[src/rtl/wb_stream_writer.sv]
// wb_stream_writer: Wishbone burst-read DMA into a FWFT FIFO feeding a valid/ready stream (optional irq via WB_STREAM_WRITER_IRQ_EN)
module wb_stream_writer #(
    parameter int WB_DW         = 32,
    parameter int WB_AW         = 32,
    parameter int FIFO_AW       = 4,
    parameter int MAX_BURST_LEN = 2**FIFO_AW
) (
    input  logic               clk,
    input  logic               rst_n,
    output logic [WB_AW-1:0]   wbm_adr_o,
    output logic [WB_DW-1:0]   wbm_dat_o,
    output logic [WB_DW/8-1:0] wbm_sel_o,
    output logic               wbm_we_o,
    output logic               wbm_cyc_o,
    output logic               wbm_stb_o,
    output logic [2:0]         wbm_cti_o,
    output logic [1:0]         wbm_bte_o,
    input  logic [WB_DW-1:0]   wbm_dat_i,
    input  logic               wbm_ack_i,
    input  logic               wbm_err_i,
    input  logic               wbm_rty_i,
    output logic [WB_DW-1:0]   stream_data,
    output logic               stream_dv,
    input  logic               stream_ready,
    input  logic [WB_AW-1:0]   wbs_adr_i,
    input  logic [WB_DW-1:0]   wbs_dat_i,
    input  logic [WB_DW/8-1:0] wbs_sel_i,
    input  logic               wbs_we_i,
    input  logic               wbs_cyc_i,
    input  logic               wbs_stb_i,
    input  logic [2:0]         wbs_cti_i,
    input  logic [1:0]         wbs_bte_i,
    output logic [WB_DW-1:0]   wbs_dat_o,
    output logic               wbs_ack_o,
    output logic               wbs_err_o,
    output logic               wbs_rty_o,
    output logic               irq
);
    localparam int DEPTH = 2**FIFO_AW;

    typedef enum logic [1:0] {IDLE, WAIT, BURST, DONE} state_t;
    state_t state, state_nx;

    logic               enable, done, err;
    logic [WB_AW-1:0]   start_adr, adr;
    logic [WB_DW-1:0]   buf_size, burst_size, remaining, len, beat, burst_clamp, len_calc, rd_data;
    logic [FIFO_AW-1:0] wr_ptr, rd_ptr;
    logic [FIFO_AW:0]   cnt, free;
    logic [WB_DW-1:0]   mem [DEPTH];
    logic               load, start, push, pop, set_done, set_err, clr_en, last, cfg_acc, cfg_wr;
    logic               unused;

    assign unused      = ^{wbs_adr_i, wbs_dat_i, wbs_sel_i, wbs_cti_i, wbs_bte_i, wbm_rty_i};
    assign cfg_acc     = wbs_cyc_i & wbs_stb_i & ~wbs_ack_o;
    assign cfg_wr      = cfg_acc & wbs_we_i;
    assign free        = (FIFO_AW+1)'(DEPTH) - cnt;
    assign burst_clamp = burst_size == '0 ? WB_DW'(1) :
                         burst_size > WB_DW'(MAX_BURST_LEN) ? WB_DW'(MAX_BURST_LEN) : burst_size;
    assign len_calc    = remaining < burst_clamp ? remaining : burst_clamp;
    assign last        = beat == len - WB_DW'(1);
    assign pop         = stream_dv & stream_ready;

    assign wbm_cyc_o   = state == BURST;
    assign wbm_stb_o   = wbm_cyc_o;
    assign wbm_cti_o   = wbm_cyc_o ? (last ? 3'b111 : 3'b010) : 3'b000;
    assign wbm_bte_o   = 2'b00;
    assign wbm_we_o    = 1'b0;
    assign wbm_dat_o   = '0;
    assign wbm_sel_o   = {(WB_DW/8){wbm_cyc_o}};
    assign wbm_adr_o   = adr;
    assign stream_dv   = cnt != '0;
    assign stream_data = stream_dv ? mem[rd_ptr] : '0;
    assign wbs_err_o   = 1'b0;
    assign wbs_rty_o   = 1'b0;
`ifdef WB_STREAM_WRITER_IRQ_EN
    assign irq         = done | err;
`else
    assign irq         = 1'b0;
`endif

    // FSM state register
    always_ff @(posedge clk or negedge rst_n) begin
        if (!rst_n) state <= IDLE;
        else        state <= state_nx;
    end

    // Next state and control strobes; the FIFO slot check in WAIT guarantees every beat of a burst fits
    always_comb begin
        state_nx = state;
        load     = 1'b0;
        start    = 1'b0;
        push     = 1'b0;
        set_done = 1'b0;
        set_err  = 1'b0;
        clr_en   = 1'b0;
        case (state)
            IDLE: if (enable) begin
                if (buf_size == '0) begin
                    set_done = 1'b1;
                    clr_en   = 1'b1;
                end else begin
                    load     = 1'b1;
                    state_nx = WAIT;
                end
            end
            WAIT: if (!enable) state_nx = IDLE;
                  else if (WB_DW'(free) >= len_calc) begin
                      start    = 1'b1;
                      state_nx = BURST;
                  end
            BURST: if (wbm_err_i) begin
                set_err  = 1'b1;
                clr_en   = 1'b1;
                state_nx = IDLE;
            end else if (wbm_ack_i) begin
                push = 1'b1;
                if (last) state_nx = remaining == WB_DW'(1) ? DONE : enable ? WAIT : IDLE;
            end
            DONE: begin
                set_done = 1'b1;
                clr_en   = 1'b1;
                state_nx = IDLE;
            end
            default: state_nx = IDLE;
        endcase
    end

    // Transfer address, remaining word count and per-burst beat tracking
    always_ff @(posedge clk or negedge rst_n) begin
        if (!rst_n) begin
            adr       <= '0;
            remaining <= '0;
            len       <= '0;
            beat      <= '0;
        end else begin
            if (load) begin
                adr       <= start_adr;
                remaining <= buf_size;
            end
            if (start) begin
                len  <= len_calc;
                beat <= '0;
            end
            if (push) begin
                adr       <= adr + WB_AW'(WB_DW/8);
                remaining <= remaining - WB_DW'(1);
                beat      <= beat + WB_DW'(1);
            end
        end
    end

    // Register readback mux
    always_comb begin
        rd_data = wbs_adr_i[3:2] == 2'd0 ? WB_DW'({err, done, enable}) :
                  wbs_adr_i[3:2] == 2'd1 ? WB_DW'(start_adr) :
                  wbs_adr_i[3:2] == 2'd2 ? buf_size : burst_size;
    end

    // Config slave: single-cycle ack, register writes, W1C status; FSM events override CPU writes
    always_ff @(posedge clk or negedge rst_n) begin
        if (!rst_n) begin
            wbs_ack_o  <= 1'b0;
            wbs_dat_o  <= '0;
            enable     <= 1'b0;
            done       <= 1'b0;
            err        <= 1'b0;
            start_adr  <= '0;
            buf_size   <= '0;
            burst_size <= '0;
        end else begin
            wbs_ack_o <= cfg_acc;
            if (cfg_acc) wbs_dat_o <= rd_data;
            if (cfg_wr && wbs_adr_i[3:2] == 2'd0) begin
                enable <= wbs_dat_i[0];
                done   <= ~wbs_dat_i[0] & done & ~wbs_dat_i[1];
                err    <= ~wbs_dat_i[0] & err & ~wbs_dat_i[2];
            end
            if (cfg_wr && !enable && wbs_adr_i[3:2] == 2'd1) start_adr  <= WB_AW'(wbs_dat_i);
            if (cfg_wr && !enable && wbs_adr_i[3:2] == 2'd2) buf_size   <= wbs_dat_i;
            if (cfg_wr && !enable && wbs_adr_i[3:2] == 2'd3) burst_size <= wbs_dat_i;
            if (set_done) done   <= 1'b1;
            if (set_err)  err    <= 1'b1;
            if (clr_en)   enable <= 1'b0;
        end
    end

    // FIFO pointers and occupancy; push and pop may coincide even when full
    always_ff @(posedge clk or negedge rst_n) begin
        if (!rst_n) begin
            wr_ptr <= '0;
            rd_ptr <= '0;
            cnt    <= '0;
        end else begin
            if (push) wr_ptr <= wr_ptr + FIFO_AW'(1);
            if (pop)  rd_ptr <= rd_ptr + FIFO_AW'(1);
            cnt <= cnt + (FIFO_AW+1)'(push) - (FIFO_AW+1)'(pop);
        end
    end

    // FIFO storage, written on each acknowledged beat
    always_ff @(posedge clk) begin
        if (push) mem[wr_ptr] <= wbm_dat_i;
    end
endmodule

[config.mk]
export PLATFORM = sky130hd
export DESIGN_NAME = wb_stream_writer
export DESIGN_NICKNAME = d
export VERILOG_FILES = /design/src/rtl/wb_stream_writer.sv
export SDC_FILE = /design/constraint.sdc
export NUM_CORES = 1
export LEC_CHECK = 0
export ABC_AREA = 0
export CAP_MARGIN = 0
export CORE_ASPECT_RATIO = 0.75
export CORE_MARGIN = 5
export CORE_UTILIZATION = 55
export CTS_BUF_LIST = sky130_fd_sc_hd__clkbuf_8
export DETAILED_ROUTE_END_ITERATION = 10
export PLACE_DENSITY = 0.79
export SLEW_MARGIN = 10
export SYNTH_ARGS = -nofsm -noshare
export SYNTH_HDL_FRONTEND = slang
export SYNTH_SLANG_ARGS = --single-unit
export TNS_END_PERCENT = 5
[constraint.sdc]
create_clock -name clk -period 5 [get_ports clk]
set_clock_uncertainty 0.15 [all_clocks]
set_input_delay 1 -clock clk [delete_from_list [all_inputs] [get_ports clk]]
set_output_delay 1 -clock clk [all_outputs]
set_load 0.005 [all_outputs]
==> flow_summary.toml, run 1 <==
[clocking]
cts_buffers = 116
clock_tree.root_cell = "clkbuf_8"
cts_sinks = 787
max-clock-path-buffers = 3
htree_levels = 3
clock_insertion_delay_worst_skew_ns = 0.74
tritoncts = "done"
path_clk_slew_ns = 0.07
postCtsHoldBufs = 0

[sta]
achievable-frequency_mhz = 203
setup_tns_ns = 0
max_slew.worst_pin.slew_ns = 1.15
min_period_over_period_pct = 98.5
report.final.setup_viol = 0
final-hold-violation-count = 0
setup_slack_ns = 0.0725
max_slew_margin_pct = 23.1
post-route-min-period_ns = 4.93
report.final.slew_viol_count = 0
rsz0062_at_grt = "yes"

[grt]
grt.busiest_layer = "met2"
gr-total-overflow = 0
met1_layer_usage_reported_by_global_route_pct = 36.7
grt_start_max_net_pins = 116
grt_pass1_vias = 21595
wire_length_of_the_first_global_routing_pass_um = 129000
initial_antenna_violation_count = 5
grt_use_total_pct = 24.5
grt.met2_usage_pct = 37.8
fraction_of_met3_tracks_used_by_global_routing_pct = 5.30

[power_and_ir_drop]
clockPowerShare_pct = 24.7
power.share.sequential_pct = 41.6
leakagePower_nw = 15.1
power.combinational.fraction_pct = 33.7
ir_worst_vdd_uv = 436
power_switching_share_pct = 31.8
totalPowerFinal_mw = 20.7
cell_internal_pwr_mw = 14.1
switching_power_mw = 6.56
pwr_density_cell_nw_per_um2 = 507

[logic_synthesis]
synth_area_leaders = "edfxtp_1 44%, dfrtp_1 20%, mux4_2 11%, mux2_2 4.3%, ha_1 2.2%"
synth.yosys.warnings = 0
yosys_most_used_dff = "edfxtp_1"
synth.ff_latch_count = 787
synthesis.instances = 2307
yosys_top_cell_area_share_pct = 44.3
synthTopCellsByCount = "512 x edfxtp_1, 275 x dfrtp_1, 163 x mux4_2"
post_syn_area_um2 = 34700
synth_top_area_cell = "edfxtp_1"
synthMostInstantiatedCell = "edfxtp_1"
count_of_unique_library_cells_instantiated_by_yosys = 81
avgSynthCellArea_um2 = 15.1
async_reset_ff_share_pct = 34.9
edff_count_synth = 512
synth_seq_area_share_pct = 64.1

[routing]
detailedRoute.firstIterationViolations = 2454
post_drt_wl_per_cell_um = 23.9
route.detailed.vias_per_inst = 6.17
drt_first_pass_iters = 6
dr_total_vias = 21833
drt-total-wl_um = 84400
drtAntennaViolNets = 0
drc = 0

[place]
preCtsSetupSlack_ns = -0.310
placed_area_um2 = 38000
dp.final_hpwl_um = 54700
port-buffer-count = 180
globalplace.congestion = 0.929

[final_layout]
nFillCells = 4213
finish.net_count = 2798
final_area_um2 = 40800
area_growth_syn_to_layout_pct = 17.3
layout-drive-gt1-share_pct = 23.8

[setup_path]
timing.critical_path.from_type = "flip-flop"
cp.arrival_ns = 5.40
setup.worst_path.start = "burst_size[6]"
required_ns = 5.48
crit_type = "reg -> reg"
cp-end-kind = "flip-flop"
worstPathMaxFanout = 6
rr_startpoint = "burst_size[6]"

[die]
die-height_um = 228
coreArea_um2 = 62300
die_area_um2 = 68300
die_w_um = 300
ios = 259
initial_standard_cell_utilization_of_the_core_pct = 55.8
std_cell_rows = 79

[status]
outcome = "completed"

[run]
max_cap_check_violation_count = 0

[hold_path]
hold_path.class = "in -> async"
## critical path, stage by stage (launching register included)
cell and delay, ns:
dfrtp_1 0.39, nor4_2 0.29, buf_4 0.17, nand4_1 0.10, buf_6 0.17, a211oi_2 0.23
buf_4 0.18, nand2_4 0.06, ha_4 0.25, o211ai_1 0.10, a21oi_1 0.18, nor2_2 0.08
a2111oi_4 0.35, nor3_4 0.09, mux2_4 0.35, ha_4 0.21, nand2b_4 0.13, a21o_1 0.15
a21o_1 0.15, a21o_1 0.18, a21oi_4 0.20, a211oi_4 0.07, or2_4 0.29, buf_8 0.15
a31oi_1 0.15
## layout by cell type (no fill, tap or decap), types with 81 or more instances in the layout
cell,n
mux4_2,163
clkdlybuf4s50_1,176
edfxtp_1,512
inv_1,81
mux2_2,132
buf_4,87
nor2_1,113
clkbuf_8,125
nand2_1,139
dfrtp_1,270
o21ai_0,91
## area by class of cell
| type | count | area [um2] | share of cell area [%] |
|---|---|---|---|
| sequential | 787 | 22300 | 54.6 |
| clock buffer | 125 | 1720 | 4.22 |
| timing repair buffer | 291 | 2870 | 7.04 |
| clock inverter | 92 | 579 | 1.42 |
| multi-input combinational | 1384 | 12100 | 29.8 |
| inverter | 43 | 161 | 0.396 |
| tap | 810 | 1010 | 2.49 |
| antenna | 4 | 10.0 | 0.0246 |
## through the flow
| stage | utilization [%] | hold slack, ns | instances |
|---|---|---|---|
| 6_report | 65.5 | 0.189 | 3536 |
| 5_1_grt | 65.4 | 0.246 | 3533 |
| 4_1_cts | 65.0 | 0.194 | 3527 |
| 3_5_place_dp | 61.1 | 0.313 | 3302 |
| 3_3_place_gp | 61.1 | 0.313 | 3302 |
| 2_1_floorplan | - | 0.302 | 2370 |
## routing by layer
layer	vias up	wire [um]
li1	9500	-
met1	11104	34900
met2	1100	39600
met3	127	8400
met4	2	1420
met5	-	14
## power groups by stage
stage | sequential, mW | clock [mW] | combinational [mW]
after floorplan | 8.27 | 0 | 4.32
after global placement | 8.64 | 0 | 6.45
after detailed placement | 8.68 | 0 | 6.67
after CTS | 8.56 | 5.20 | 6.84
after global routing | 8.68 | 5.51 | 7.51
final | 8.60 | 5.11 | 6.96
## flip-flops by register name, indices dropped and copies added (netlist names)
register / cells
wbs_dat_o: 32
cnt: 5
start_adr: 32
remaining: 32
wr_ptr: 4
err: 1
len: 32
wbm_adr_o: 32
mem: 512
done: 1
wbs_ack_o: 1
burst_size: 32
rd_ptr: 4
buf_size: 32
state: 2
beat: 32
enable: 1
## final timing paths
kind                                  to  cells past startpoint  slack (ns)
max                             beat[24]                     24        0.07
max reg2reg                     beat[24]                     24        0.07
max in group asynchronous  wbm_adr_o[17]                      2        3.54
min in group clk            wbs_dat_o[5]                      2        0.33
min reg2reg                 wbs_dat_o[5]                      2        0.33
min                          buf_size[5]                      1        0.19
## kinds of logic after synthesis
| kind of cell | count (synthesis) | share of synthesized area (%) |
|---|---|---|
| AOI/OAI and AO/OA | 319 | 5.74 |
| xor gates and xnor gates | 48 | 1.23 |
| adders and majority gates | 61 | 2.22 |
| buffers and inverters | 199 | 2.69 |
| DFF | 787 | 64.1 |
| muxes | 308 | 15.2 |
| other | 2 | 0.0216 |
| and+or+nand+nor | 583 | 8.79 |
## repair_timing
action | in CTS | in global routing
pin swaps | 6 | 24
endpoints found under the setup margin | 68 | 68
hold endpoints to repair | 0 | 0
gates resized for setup | 27 | 41
cloned | 1 | 0
buffers inserted | 7 | 6
(Power assumes the default switching activity.)
==> run 2: changes to the inputs <==
--- a/config.mk
+++ b/config.mk
@@ -7,12 +7,14 @@
 export LEC_CHECK = 0
 export ABC_AREA = 0
 export CAP_MARGIN = 0
+export CELL_PAD_IN_SITES_DETAIL_PLACEMENT = 0
+export CELL_PAD_IN_SITES_GLOBAL_PLACEMENT = 2
 export CORE_ASPECT_RATIO = 0.75
 export CORE_MARGIN = 5
-export CORE_UTILIZATION = 55
+export CORE_UTILIZATION = 40
 export CTS_BUF_LIST = sky130_fd_sc_hd__clkbuf_8
 export DETAILED_ROUTE_END_ITERATION = 10
-export PLACE_DENSITY = 0.79
+export PLACE_DENSITY_LB_ADDON = 0.1
 export SLEW_MARGIN = 10
 export SYNTH_ARGS = -nofsm -noshare
 export SYNTH_HDL_FRONTEND = slang
==> flow_summary.toml, run 2 (same netlist as run 1, synthesis figures left out) <==
[status]
outcome = "completed"

[setup_path]
worst_r2r_endpoint = "beat[4]"
required_ns = 5.53
register_to_register_path_depth = 23
crit_path_cell_trace = "nor4_1, nand3_4, buf_6, a211oi_4, buf_6, nand2_4, ha_4, a21oi_4, nor4b_4, a2111oi_4, nor3_4, mux2_4, ha_4, nand2b_4, a21o_1, a21o_1, a21o_1, a21oi_2, a211oi_4, buf_12, or2_4, buf_8, a31oi_1"
crit_type = "reg -> reg"
largest_delay_contributor_family_on_the_critical_path = "simple AND/OR/NAND/NOR gates"
cp_common_cell = "a21o_1"
rr_startpoint = "burst_size[15]"
critical_path_depth = 23
cp_slowest_stage_delay_ns = 0.46
setup.worst_path.start = "burst_size[15]"
timing.critical_path.from_type = "flip-flop"
cp.buffers_inverters = 4
worstPathMaxFanout = 6
timing.critical_path.slowest_stage_cell = "nor4_1"
cp-end-kind = "flip-flop"
cp.arrival_ns = 5.45
worst_setup_slack_for_register_to_register_paths_ns = 0.08
crit_end = "beat[4]"

[grt]
grt_pass1_vias = 21771
gr-total-overflow = 0
initial_antenna_violation_count = 4
wire_length_of_the_first_global_routing_pass_um = 140000
grt_start_max_net_pins = 103
grt_use_total_pct = 20.0

[sta]
rsz0062_at_grt = "yes"
report.final.slew_viol_count = 0
fin_worst_hold_slack_ns = 0.0709
setup_slack_ns = 0.0775
post-route-min-period_ns = 4.92
max_slew_margin_pct = 26.1
achievable-frequency_mhz = 203
min_period_over_period_pct = 98.4
setup_tns_ns = 0
max_slew.worst_pin.slew_ns = 1.11
final-hold-violation-count = 0
report.final.setup_viol = 0

[die]
std_cell_rows = 93
ios = 259
die_w_um = 350
coreArea_um2 = 86000
initial_standard_cell_utilization_of_the_core_pct = 40.4
die_area_um2 = 92900
die-height_um = 265

[place]
globalplace.congestion = 0.771
placed_area_um2 = 38500
port-buffer-count = 180
place.detailed.instances = 3652
dp.final_hpwl_um = 58600
preCtsSetupSlack_ns = -0.389

[hold_path]
hold_path.class = "in -> async"

[clocking]
path_clk_slew_ns = 0.06
cts_buffers = 132
tritoncts = "done"
max-clock-path-buffers = 3
clock_insertion_delay_worst_skew_ns = 0.78
htree_levels = 4
cts_sinks = 787
clock_tree.root_cell = "clkbuf_8"

[final_layout]
area_growth_syn_to_layout_pct = 19.3
final_cell_count_no_fill = 3905
number_of_flip_flops_under_the_largest_register_name = 512
finish.net_count = 2834
max_flop_register = "mem"
layout.cells.most_common_list = "512 x edfxtp_1, 270 x dfrtp_1, 176 x clkdlybuf4s50_1"
layout_commonest_cell = "edfxtp_1"
final_area_um2 = 41500
layout-drive-gt1-share_pct = 24.6

[routing]
route.detailed.vias_per_inst = 5.42
drtAntennaViolNets = 0
post_drt_wl_per_cell_um = 23.8
drt_first_pass_iters = 4
dr_total_vias = 21146
drc = 0
detailedRoute.firstIterationViolations = 1405
drt-total-wl_um = 93000

[run]
max_cap_check_violation_count = 0

[power_and_ir_drop]
pwr_density_cell_nw_per_um2 = 506
ir_worst_vdd_uv = 393
leakagePower_nw = 15.3
## run 2: area by class of cell
type                            instances  area, um2
Clock buffer                          147       2020
Fill cell                            7461      44500
Timing Repair Buffer                  311       2990
Tap cell                             1140       1430
Clock inverter                         91        444
Sequential cell                       787      22300
Multi-Input combinational cell       1384      12100
Antenna cell                            2       5.00
Inverter                               43        161
## run 2: layer usage
layer,track usage (%),up-vias,part of all wire [%]
met2,30.3,478,46
met1,30.1,10977,48
met5,0,-,0.014
met3,3.42,119,4.4
met4,5.37,2,1.6
li1,-,9570,-
## run 2: through the flow
step / power, mW / utilization [%]
floorplan: 12.6 / -
global placement: 15.5 / 44.8
detailed placement: 15.5 / 44.8
CTS: 21.2 / 47.9
global route: 22.2 / 48.2
finish: 21.0 / 48.2
## run 2: worst min-delay path by stage
stage | cells past startpoint | start | to
2_1_floorplan | 2 | start_adr[1] | wbm_adr_o[1]
3_3_place_gp | 2 | wbs_dat_o[23] | wbs_dat_o[23]
3_5_place_dp | 2 | wbs_dat_o[4] | wbs_dat_o[4]
4_1_cts | 1 | rst_n | enable
5_1_grt | 1 | rst_n | beat[26]
6_report | 1 | rst_n | beat[27]
## run 2: power by group
group | internal, mW | leakage [nW] | switching [mW] | total (mW)
clock | 2.72 | 1.44 | 2.70 | 5.41
combinational | 3.89 | 5.76 | 3.09 | 6.97
sequential | 7.65 | 8.13 | 0.966 | 8.61
total | 14.3 | 15.3 | 6.75 | 21.0
## run 2: repair_timing
item                       CTS  global route
hold buffers                 0             0
setup buffers                9             6
gates resized for setup     32            40
setup endpoints to repair   66            66
pin swaps                   14            24
==> run 3: changes to the inputs <==
--- a/config.mk
+++ b/config.mk
@@ -6,7 +6,7 @@
 export NUM_CORES = 1
 export LEC_CHECK = 0
 export ABC_AREA = 0
-export CAP_MARGIN = 0
+export CAP_MARGIN = 20
 export CELL_PAD_IN_SITES_DETAIL_PLACEMENT = 0
 export CELL_PAD_IN_SITES_GLOBAL_PLACEMENT = 2
 export CORE_ASPECT_RATIO = 0.75
==> results of run 3 <==
The final DEF is identical to that of run 2; final timing and power are the same.
